==> config.mk <==
export PLATFORM = sky130hd
export DESIGN_NAME = hb_dec_tdm
export DESIGN_NICKNAME = d
export VERILOG_FILES = /design/src/rtl/hb_dec_tdm.sv
export SDC_FILE = /design/constraint.sdc
export NUM_CORES = 2
export LEC_CHECK = 0
export ABC_AREA = 1
export CAP_MARGIN = 20
export CORE_MARGIN = 2
export CORE_UTILIZATION = 42
export CTS_BUF_LIST = sky130_fd_sc_hd__clkbuf_2 sky130_fd_sc_hd__clkbuf_4 sky130_fd_sc_hd__clkbuf_8
export DETAILED_ROUTE_END_ITERATION = 8
export GPL_TIMING_DRIVEN = 0
export SYNTH_ARGS = -nofsm -noshare
export SYNTH_HDL_FRONTEND = slang
export SYNTH_SLANG_ARGS = --single-unit
==> constraint.sdc <==
create_clock -name clk -period 82.1 [get_ports clk]
set_input_delay 8.21 -clock clk [delete_from_list [all_inputs] [get_ports clk]]
set_output_delay 8.21 -clock clk [all_outputs]
set_load 0.005 [all_outputs]
==> src/rtl/hb_dec_tdm.sv <==
// hb_dec_tdm: multichannel halfband decimate-by-2 filter. One pre-add/MAC
// datapath is time-shared over every channel and symmetric coefficient pair.
module hb_dec_tdm #(
    parameter int WIDTH  = 24,
    parameter int CWIDTH = 18,
    parameter int NCOEF  = 8,
    parameter int NCH    = 2
) (
    input  logic                     clk,
    input  logic                     rst,
    input  logic                     run,
    input  logic                     bypass,
    input  logic                     stb_in,
    input  logic [NCH*WIDTH-1:0]     data_in,
    input  logic                     coef_wr,
    input  logic [$clog2(NCOEF)-1:0] coef_addr,
    input  logic [CWIDTH-1:0]        coef_data,
    output logic                     stb_out,
    output logic [NCH*WIDTH-1:0]     data_out,
    output logic                     overrun
);
    localparam int AW   = $clog2(NCOEF);
    localparam int CHW  = (NCH > 1) ? $clog2(NCH) : 1;
    localparam int L    = 4 * NCOEF - 1;
    localparam int PW   = WIDTH + 1 + CWIDTH;
    localparam int ACCW = WIDTH + CWIDTH + AW + 1;
    localparam int SW   = ACCW + 1;

    localparam logic [1:0] S_IDLE  = 2'd0;
    localparam logic [1:0] S_MAC   = 2'd1;
    localparam logic [1:0] S_FINAL = 2'd2;
    localparam logic [1:0] S_OUT   = 2'd3;

    localparam logic signed [SW-1:0] RND  = SW'(1) <<< (CWIDTH - 2);
    localparam logic signed [SW-1:0] MAXV =
        {{(SW-WIDTH+1){1'b0}}, {(WIDTH-1){1'b1}}};
    localparam logic signed [SW-1:0] MINV =
        {{(SW-WIDTH+1){1'b1}}, {(WIDTH-1){1'b0}}};

    logic [1:0]               state_q, state_d;
    logic                     phase_q, phase_d;
    logic [CHW-1:0]           ch_q, ch_d;
    logic [AW-1:0]            idx_q, idx_d;
    logic signed [CWIDTH-1:0] coef_q [NCOEF];
    logic signed [CWIDTH-1:0] coef_d [NCOEF];
    logic signed [WIDTH-1:0]  dl_q [NCH][L];
    logic signed [ACCW-1:0]   acc_q [NCH];
    logic signed [ACCW-1:0]   acc_d [NCH];
    logic signed [WIDTH-1:0]  y_q [NCH];
    logic signed [WIDTH-1:0]  y_c [NCH];
    logic signed [SW-1:0]     sum_c [NCH];
    logic signed [SW-1:0]     shr_c [NCH];
    logic                     stb_q, stb_d;
    logic [NCH*WIDTH-1:0]     dout_q, dout_d;
    logic                     ovr_q, ovr_d;

    logic                     active, accept;
    logic signed [WIDTH-1:0]  tap_a, tap_b;
    logic signed [CWIDTH-1:0] h_sel;
    logic signed [WIDTH:0]    pre;
    logic signed [PW-1:0]     prod;

    assign active = run && !bypass && stb_in;
    assign accept = active && (state_q == S_IDLE);

    // Outer tap x[n-2i] pairs with its mirror x[n-(4N-2)+2i]
    always_comb begin
        tap_a = '0;
        tap_b = '0;
        h_sel = '0;
        for (int c = 0; c < NCH; c++) begin
            for (int i = 0; i < NCOEF; i++) begin
                if (ch_q == CHW'(c) && idx_q == AW'(i)) begin
                    tap_a = dl_q[c][2*i];
                    tap_b = dl_q[c][L-1-2*i];
                    h_sel = coef_q[i];
                end
            end
        end
    end

    assign pre  = {tap_a[WIDTH-1], tap_a} + {tap_b[WIDTH-1], tap_b};
    assign prod = pre * h_sel;

    // Centre tap is 0.5, so it folds in as a shift; round half up, saturate
    always_comb begin
        for (int c = 0; c < NCH; c++) begin
            sum_c[c] = SW'(acc_q[c])
                     + (SW'(dl_q[c][2*NCOEF-1]) <<< (CWIDTH - 2))
                     + RND;
            shr_c[c] = sum_c[c] >>> (CWIDTH - 1);
            if (shr_c[c] > MAXV)
                y_c[c] = MAXV[WIDTH-1:0];
            else if (shr_c[c] < MINV)
                y_c[c] = MINV[WIDTH-1:0];
            else
                y_c[c] = shr_c[c][WIDTH-1:0];
        end
    end

    always_comb begin
        state_d = state_q;
        phase_d = phase_q;
        ch_d    = ch_q;
        idx_d   = idx_q;
        acc_d   = acc_q;
        coef_d  = coef_q;
        stb_d   = 1'b0;
        dout_d  = dout_q;
        ovr_d   = ovr_q;
        if (!run) begin
            ovr_d = 1'b0;
            for (int i = 0; i < NCOEF; i++)
                if (coef_wr && coef_addr == AW'(i))
                    coef_d[i] = coef_data;
        end else if (active && state_q != S_IDLE) begin
            ovr_d = 1'b1;
        end
        if (bypass) begin
            state_d = S_IDLE;
            phase_d = 1'b0;
            if (stb_in) begin
                stb_d  = 1'b1;
                dout_d = data_in;
            end
        end else if (!run) begin
            state_d = S_IDLE;
            phase_d = 1'b0;
        end else begin
            case (state_q)
                S_IDLE: begin
                    if (accept) begin
                        phase_d = !phase_q;
                        if (phase_q) begin
                            state_d = S_MAC;
                            ch_d    = '0;
                            idx_d   = '0;
                        end
                    end
                end
                S_MAC: begin
                    for (int c = 0; c < NCH; c++)
                        if (ch_q == CHW'(c))
                            acc_d[c] = ((idx_q == '0) ? '0 : acc_q[c])
                                     + ACCW'(prod);
                    if (idx_q == AW'(NCOEF - 1)) begin
                        idx_d = '0;
                        if (ch_q == CHW'(NCH - 1))
                            state_d = S_FINAL;
                        else
                            ch_d = ch_q + 1'b1;
                    end else begin
                        idx_d = idx_q + 1'b1;
                    end
                end
                S_FINAL: state_d = S_OUT;
                S_OUT: begin
                    state_d = S_IDLE;
                    stb_d   = 1'b1;
                    for (int c = 0; c < NCH; c++)
                        dout_d[c*WIDTH +: WIDTH] = y_q[c];
                end
                default: state_d = S_IDLE;
            endcase
        end
    end

    // Delay lines are deliberately left out of reset
    always_ff @(posedge clk or posedge rst) begin
        if (rst) begin
            state_q <= S_IDLE;
            phase_q <= 1'b0;
            ch_q    <= '0;
            idx_q   <= '0;
            stb_q   <= 1'b0;
            dout_q  <= '0;
            ovr_q   <= 1'b0;
            for (int i = 0; i < NCOEF; i++)
                coef_q[i] <= '0;
            for (int c = 0; c < NCH; c++) begin
                acc_q[c] <= '0;
                y_q[c]   <= '0;
            end
        end else begin
            state_q <= state_d;
            phase_q <= phase_d;
            ch_q    <= ch_d;
            idx_q   <= idx_d;
            stb_q   <= stb_d;
            dout_q  <= dout_d;
            ovr_q   <= ovr_d;
            coef_q  <= coef_d;
            acc_q   <= acc_d;
            if (state_q == S_FINAL)
                y_q <= y_c;
            if (accept) begin
                for (int c = 0; c < NCH; c++) begin
                    dl_q[c][0] <= data_in[c*WIDTH +: WIDTH];
                    for (int k = 1; k < L; k++)
                        dl_q[c][k] <= dl_q[c][k-1];
                end
            end
        end
    end

    assign stb_out  = stb_q;
    assign data_out = dout_q;
    assign overrun  = ovr_q;

endmodule

Yosys cells after proc, flatten, opt, wreduce, memory -nomap -nowiden
Memory sizes are Yosys's and may differ from the RTL's.
Cells that the tools add are included.
{"block": "totals", "ff_bits": 341, "ram_bits": 1488, "in_bits": 75, "out_inout_bits": 50, "elab_cells": 205, "memories": 1}
{"block": "op_classes", "add_sub_neg": 9, "mul": 1, "order_cmp": 4, "n_eq_ne": 28, "n_mux": 86, "bitwise_logic": 3, "n_reduce_logical": 54}
{"memory": "dl_q", "words": 2, "word_bits": 744, "rd": 2, "rd_ports_with_merged_regs": 0, "wr": 2, "line": "46", "rtl": "logic signed [WIDTH-1:0] dl_q [NCH][L];"}
{"cell": "$mux W24", "n": 36}
{"cell": "$mux W18", "n": 16}
{"cell": "$mux W48", "n": 4}
{"cell": "$add A46 B40 Y47", "n": 2}
{"cell": "$add A47 B18 Y47 const B", "n": 2}
{"cell": "$add A46 B46 Y46", "n": 2}
{"cell": "$mux W46", "n": 2}
{"cell": "$gt A30 B24 Y1 const B", "n": 2}
{"cell": "$lt A30 B24 Y1 const B", "n": 2}
{"cell": "$mul A25 B18 Y43", "n": 1}
{"cell": "$logic_and A1 B1 Y1", "n": 29}
{"cell": "$add A24 B24 Y25", "n": 1}
{"cell": "$eq A3 B3 Y1 const B", "n": 8}
{"cell": "$reduce_and A2 Y1", "n": 9}
{"cell": "$mux W1", "n": 16}
{"cell": "$ne A4 B4 Y1 const B", "n": 4}
{"cell": "$eq A3 B2 Y1 const B", "n": 4}
{"cell": "$mux W2", "n": 6}
{"cell": "$reduce_and A4 Y1", "n": 3}
{"cell": "$mux W3", "n": 3}
{"cell": "$pmux W2 S4", "n": 1}
{"cell": "$reduce_bool A2 Y1", "n": 4}
{"cell": "$eq A3 B1 Y1 const B", "n": 2}
{"cell": "$logic_not A3 Y1", "n": 2}
{"cell": "15 further kinds", "n": 24}

Depth between registers and ports, before layout
{"block": "depth", "depth_word": 21, "mapped_depth": 82, "mapped_depth_nobuf": 80}

Worst setup path after synthesis
Ideal clock, no wire load.
{"block": "synth_path", "kind": "input to register", "start": "input bypass", "end": "memory dl_q[0][0] (netlist bit), enable pin", "setup_ps": 3384, "arrival_ps": 70543, "t_required_ps": 78716, "path_slack_ps": 8173, "cell_stages": 6, "n_path_buf": 1, "path_cell_list": "clkbuf_1 nor2_1 inv_1 nor3_1 inv_1 nor2_1"}
{"item": "start, declared", "line": "12", "rtl": "input logic bypass,"}
{"item": "end, declared", "line": "46"}

Final worst setup path
{"block": "layout_path", "start": "register idx_q[0]", "end": "register acc_q[90] (netlist bit)"}
{"block": "layout_between", "elab_chain_len": 21}
{"item": "start, declared", "line": "43", "rtl": "logic [AW-1:0] idx_q, idx_d;"}
{"item": "start signal, assigned", "line": "188", "rtl": "idx_q <= idx_d;"}
{"item": "$logic_not A3 Y1", "line": "73, 144"}
{"item": "$logic_and A1 B1 Y1", "line": "73", "rtl": "if (ch_q == CHW'(c) && idx_q == AW'(i)) begin"}
{"item": "$mux W24 (16 in a row)", "line": "73"}
{"item": "$add A24 B24 Y25", "line": "82", "rtl": "assign pre = {tap_a[WIDTH-1], tap_a} + {tap_b[WIDTH-1], tap_b};"}
{"item": "$mul A25 B18 Y43", "line": "83", "rtl": "assign prod = pre * h_sel;"}
{"item": "$add A46 B46 Y46 *", "line": "145", "rtl": "+ ACCW'(prod);"}
{"item": "end signal, assigned by index", "line": "181", "rtl": "acc_q[c] <= '0;"}
{"item": "end signal, assigned", "line": "193", "rtl": "acc_q <= acc_d;"}
{"item": "end, declared", "line": "47", "rtl": "logic signed [ACCW-1:0] acc_q [NCH];"}
Every way passes the cells marked *; elsewhere a longest branch is shown, timed or not.
A chain may end at the register's enable or synchronous reset.

==> summary.md <==
| Metric | Value |
|---|---|
| Commonest non-fill, non-tap cell in the layout | nand2_1 |
| Routability cong. | between 0.9 and 1 |
| Synth-to-layout area growth | 13.0% |
| Syn Nets | just under 10k |
| Fraction of layout cells with a size suffix above 1 | 8.89% |
| Routed Antenna Nets | 0 |
| Fill cell count | around 21k |
| Slowest CP cell | xor2_1 |
| Number of nets in the layout | between 10k and 15k |
| Fin Setup TNS | 0 ns |
| TritonRoute pass-1 iters | 9 |
| Synth warnings | 0 |
| DR vias/cell | between 5 and 6 |
| Worst r2r path cells | 70 |
| Site row count | ~170 |
| FMAX | a little under 60 MHz |
| Die Area | between 200000 and 250000 µm² |
| Top-Level Pins | approximately 130 |
| Worst-Margin Slew | about 1.2 ns |
| DRC | 0 |
| Hold Crit Class | register to register |
| H-tree Lvls | 5 |
| Worst-path clk slew | 0.06 ns |
| Clock sinks | between 1.5k and 2k |
| First-pass GRT wire length | 451 mm |
| Reg2reg start | idx_q[0]$_DFFE_PP0P_ |
| Initial antenna violation count | 19 |
| #FFs+latches synth | about 1.8k |
| Final min period | 16.78 ns |
| Clock root cell | clkbuf_8 |
| Yosys cell types | 61 |
| CTS Buffer Depth | 4 |
| Vias in the first global route | between 60k and 70k |
| WHS Endpoint | dl_q[1][114]$_DFFE_PP_ |
| Post-DP HPWL | ~240 mm |
| Post-Syn Instances | 9019 |
| Worst Path Buf+Inv | 13 |
| Sequential cell area fraction in the yosys report | 55.8% |
| Initial DRC count | 6946 |
| Hold Vio Cnt, Final | 0 |
| # Post-CTS Setup Buffers | 0 |
| Max FO, Critical Path | 10 |
| FF-to-FF setup slack | 65.32 ns |
| Cell mode on critical path | nand2_1 |
| Final worst-path cycle share | approximately a fifth |
| Total gr overflow | 0 |
| Die Height | roughly 480 µm |
| Hold buffers post-CTS | 0 |
| CTS tree | yes |
| CP Launch Type | register |
| Capturing point of the worst reg2reg path | acc_q[90]$_DFFE_PP0P_ |
| # Max-Cap Violations | 0 |
| Critical Path AT | around 18 ns |
| Fin. max-slew vios | 0 |
| CP peak stage delay | 0.79 ns |
| WS Path Type | register to register |
| Hold path cells | 0 |
| DIE WIDTH | around 480 µm |
| Commonest cells after routing, fill and taps aside | nand2_1 (1896), edfxtp_1 (1488), inv_1 (1070) |
| GRT Overall Usage | a little over a quarter |
| Final setup viols | 0 |
| Syn avg cell area | around 11 µm² |
| Crit path capture type | register |
| Pin count of the biggest net entering global routing | 110 |
| Skew final | ~0.13 ns |
| Port bufs | roughly 120 |
| Post-CTS Resized | 0 |
| Clock Latency Late Sink | approximately 1.1 ns |
| WL final | 307 mm |
| RSZ-0062 raised after global routing | false |
| Initial core utilization | between 40% and 50% |
| Num CTS Buffers | 320 |
| CP Data Required Time | about 83 ns |
| Via count | between 60k and 70k |
| Slew headroom | 22.5% |
| Hold Crit Start | dl_q[1][138]$_DFFE_PP_ |
| Total core area | roughly 230000 µm² |
| Status | complete, no violations |
| Crit path max-delay family | simple AND/OR/NAND/NOR gates |
| Syn Std Cell Area | between 90000 and 100000 µm² |
| Wire per inst | around 24 µm |
==> worst reg2reg max path: cells and delay by family (launching register included) <==
kind                     cells  cell delay (ns)
AND/OR/NAND/NOR             38             5.00
adder cells (fa/ha/maj)     11             4.90
buffers and inverters       13             3.22
AO/OA/AOI/OAI                7             2.30
XOR/XNOR                     1             0.79
flip-flops                   1             0.40
==> flip-flops by register name, indices dropped and copies added (netlist names), 2 cells and up <==
signal	flops
acc_q	92
coef_q	144
data_out	48
dl_q	1488
idx_q	3
state_q	2
y_q	48
==> how the worst max path moves through the flow <==
stage                               startpoint                    end  cells past startpoint
after global routing      idx_q[0]$_DFFE_PP0P_  acc_q[44]$_DFFE_PP0P_                     74
after CTS                 idx_q[0]$_DFFE_PP0P_  acc_q[44]$_DFFE_PP0P_                     68
after global placement                     run  dl_q[0][30]$_DFFE_PP_                      7
final                     idx_q[0]$_DFFE_PP0P_  acc_q[90]$_DFFE_PP0P_                     70
after detailed placement  idx_q[0]$_DFFE_PP0P_  acc_q[44]$_DFFE_PP0P_                     68
after floorplan                         bypass   dl_q[0][0]$_DFFE_PP_                      6
==> area by class of cell <==
cell class	instances	area [µm²]	area share (%)
Sequential cell	1829	53200	49.4
Multi-Input combinational cell	5752	36600	34.0
Clock buffer	455	5560	5.15
Inverter	1087	4090	3.79
Tap cell	2992	3740	3.47
Timing Repair Buffer	191	2530	2.35
Buffer	351	1520	1.41
Clock inverter	89	537	0.498
Antenna cell	6	15.0	0.0139
==> metrics by stage <==
| stage | worst slack [ns] | hold WS (ns) | std cells | utilization (%) | instance area (µm²) |
|---|---|---|---|---|---|
| after floorplan | 8.17 | 0.400 | 9019 | - | 95400 |
| after global placement | -16.09 | 0.401 | 12133 | 44.5 | 100000 |
| after detailed placement | 65.36 | 0.405 | 12200 | 45.1 | 102000 |
| after CTS | 65.29 | 0.364 | 12744 | 47.8 | 108000 |
| after global routing | 64.35 | 0.369 | 12748 | 47.8 | 108000 |
| final | 65.32 | 0.365 | 12752 | 47.9 | 108000 |
==> layer usage <==
metal,vias up,wire length [µm],global-route usage (%)
li1,31192,-,-
met1,34118,134000,37.5
met2,2758,137000,40.5
met3,532,23600,4.94
met4,8,12400,9.98
met5,-,60,0
==> synth_stat cells (all sizes together) <==
library cell	instances	area share (%)
o22ai	1	0.0066
o2111a	1	0.012
edfxtp	1488	47
o31ai	5	0.039
dfrtp	341	8.9
clkinv	7	0.028
o21ai	391	2.1
and3	3	0.020
nor3	45	0.28
nand4	56	0.37
xor2	93	0.87
nand2	1909	7.6
a22o	1	0.0092
a21o	18	0.14
nand3	651	3.4
o2111ai	1	0.0092
o21a	5	0.039
fa	447	9.4
o211a	2	0.021
nor4	14	0.092
a31oi	57	0.37
nand3b	4	0.031
inv	1080	4.2
a21oi	598	3.1
o221ai	2	0.018
o211ai	57	0.45
a31o	1	0.0092
a211oi	7	0.055
nor3b	1	0.0079
or2	153	1.0
a221oi	2	0.018
ha	346	4.5
nor2	728	2.9
clkbuf	227	0.89
a32o	1	0.010
o31a	1	0.0092
a2111oi	1	0.0092
xnor2	60	0.56
mux2i	46	0.48
o21bai	28	0.22
a21boi	12	0.094
buf	124	0.70
a22oi	4	0.031
==> kinds of logic (layout without fill, tap and decap cells) <==
group,count (synthesis),count (layout),synth area share (%)
and+or+nand+nor,3564,3564,15.7
other,0,6,0
buffers and inverters,1438,2173,5.87
xor gates and xnor gates,153,153,1.43
AOI/OAI and AO/OA,1196,1196,6.78
DFF,1829,1829,55.8
muxes,46,46,0.483
adders and majority gates,793,793,13.9
Power is left out: the tool's default activity adds up to more than one toggle a clock period on the data nets, which glitch-free logic cannot reach.
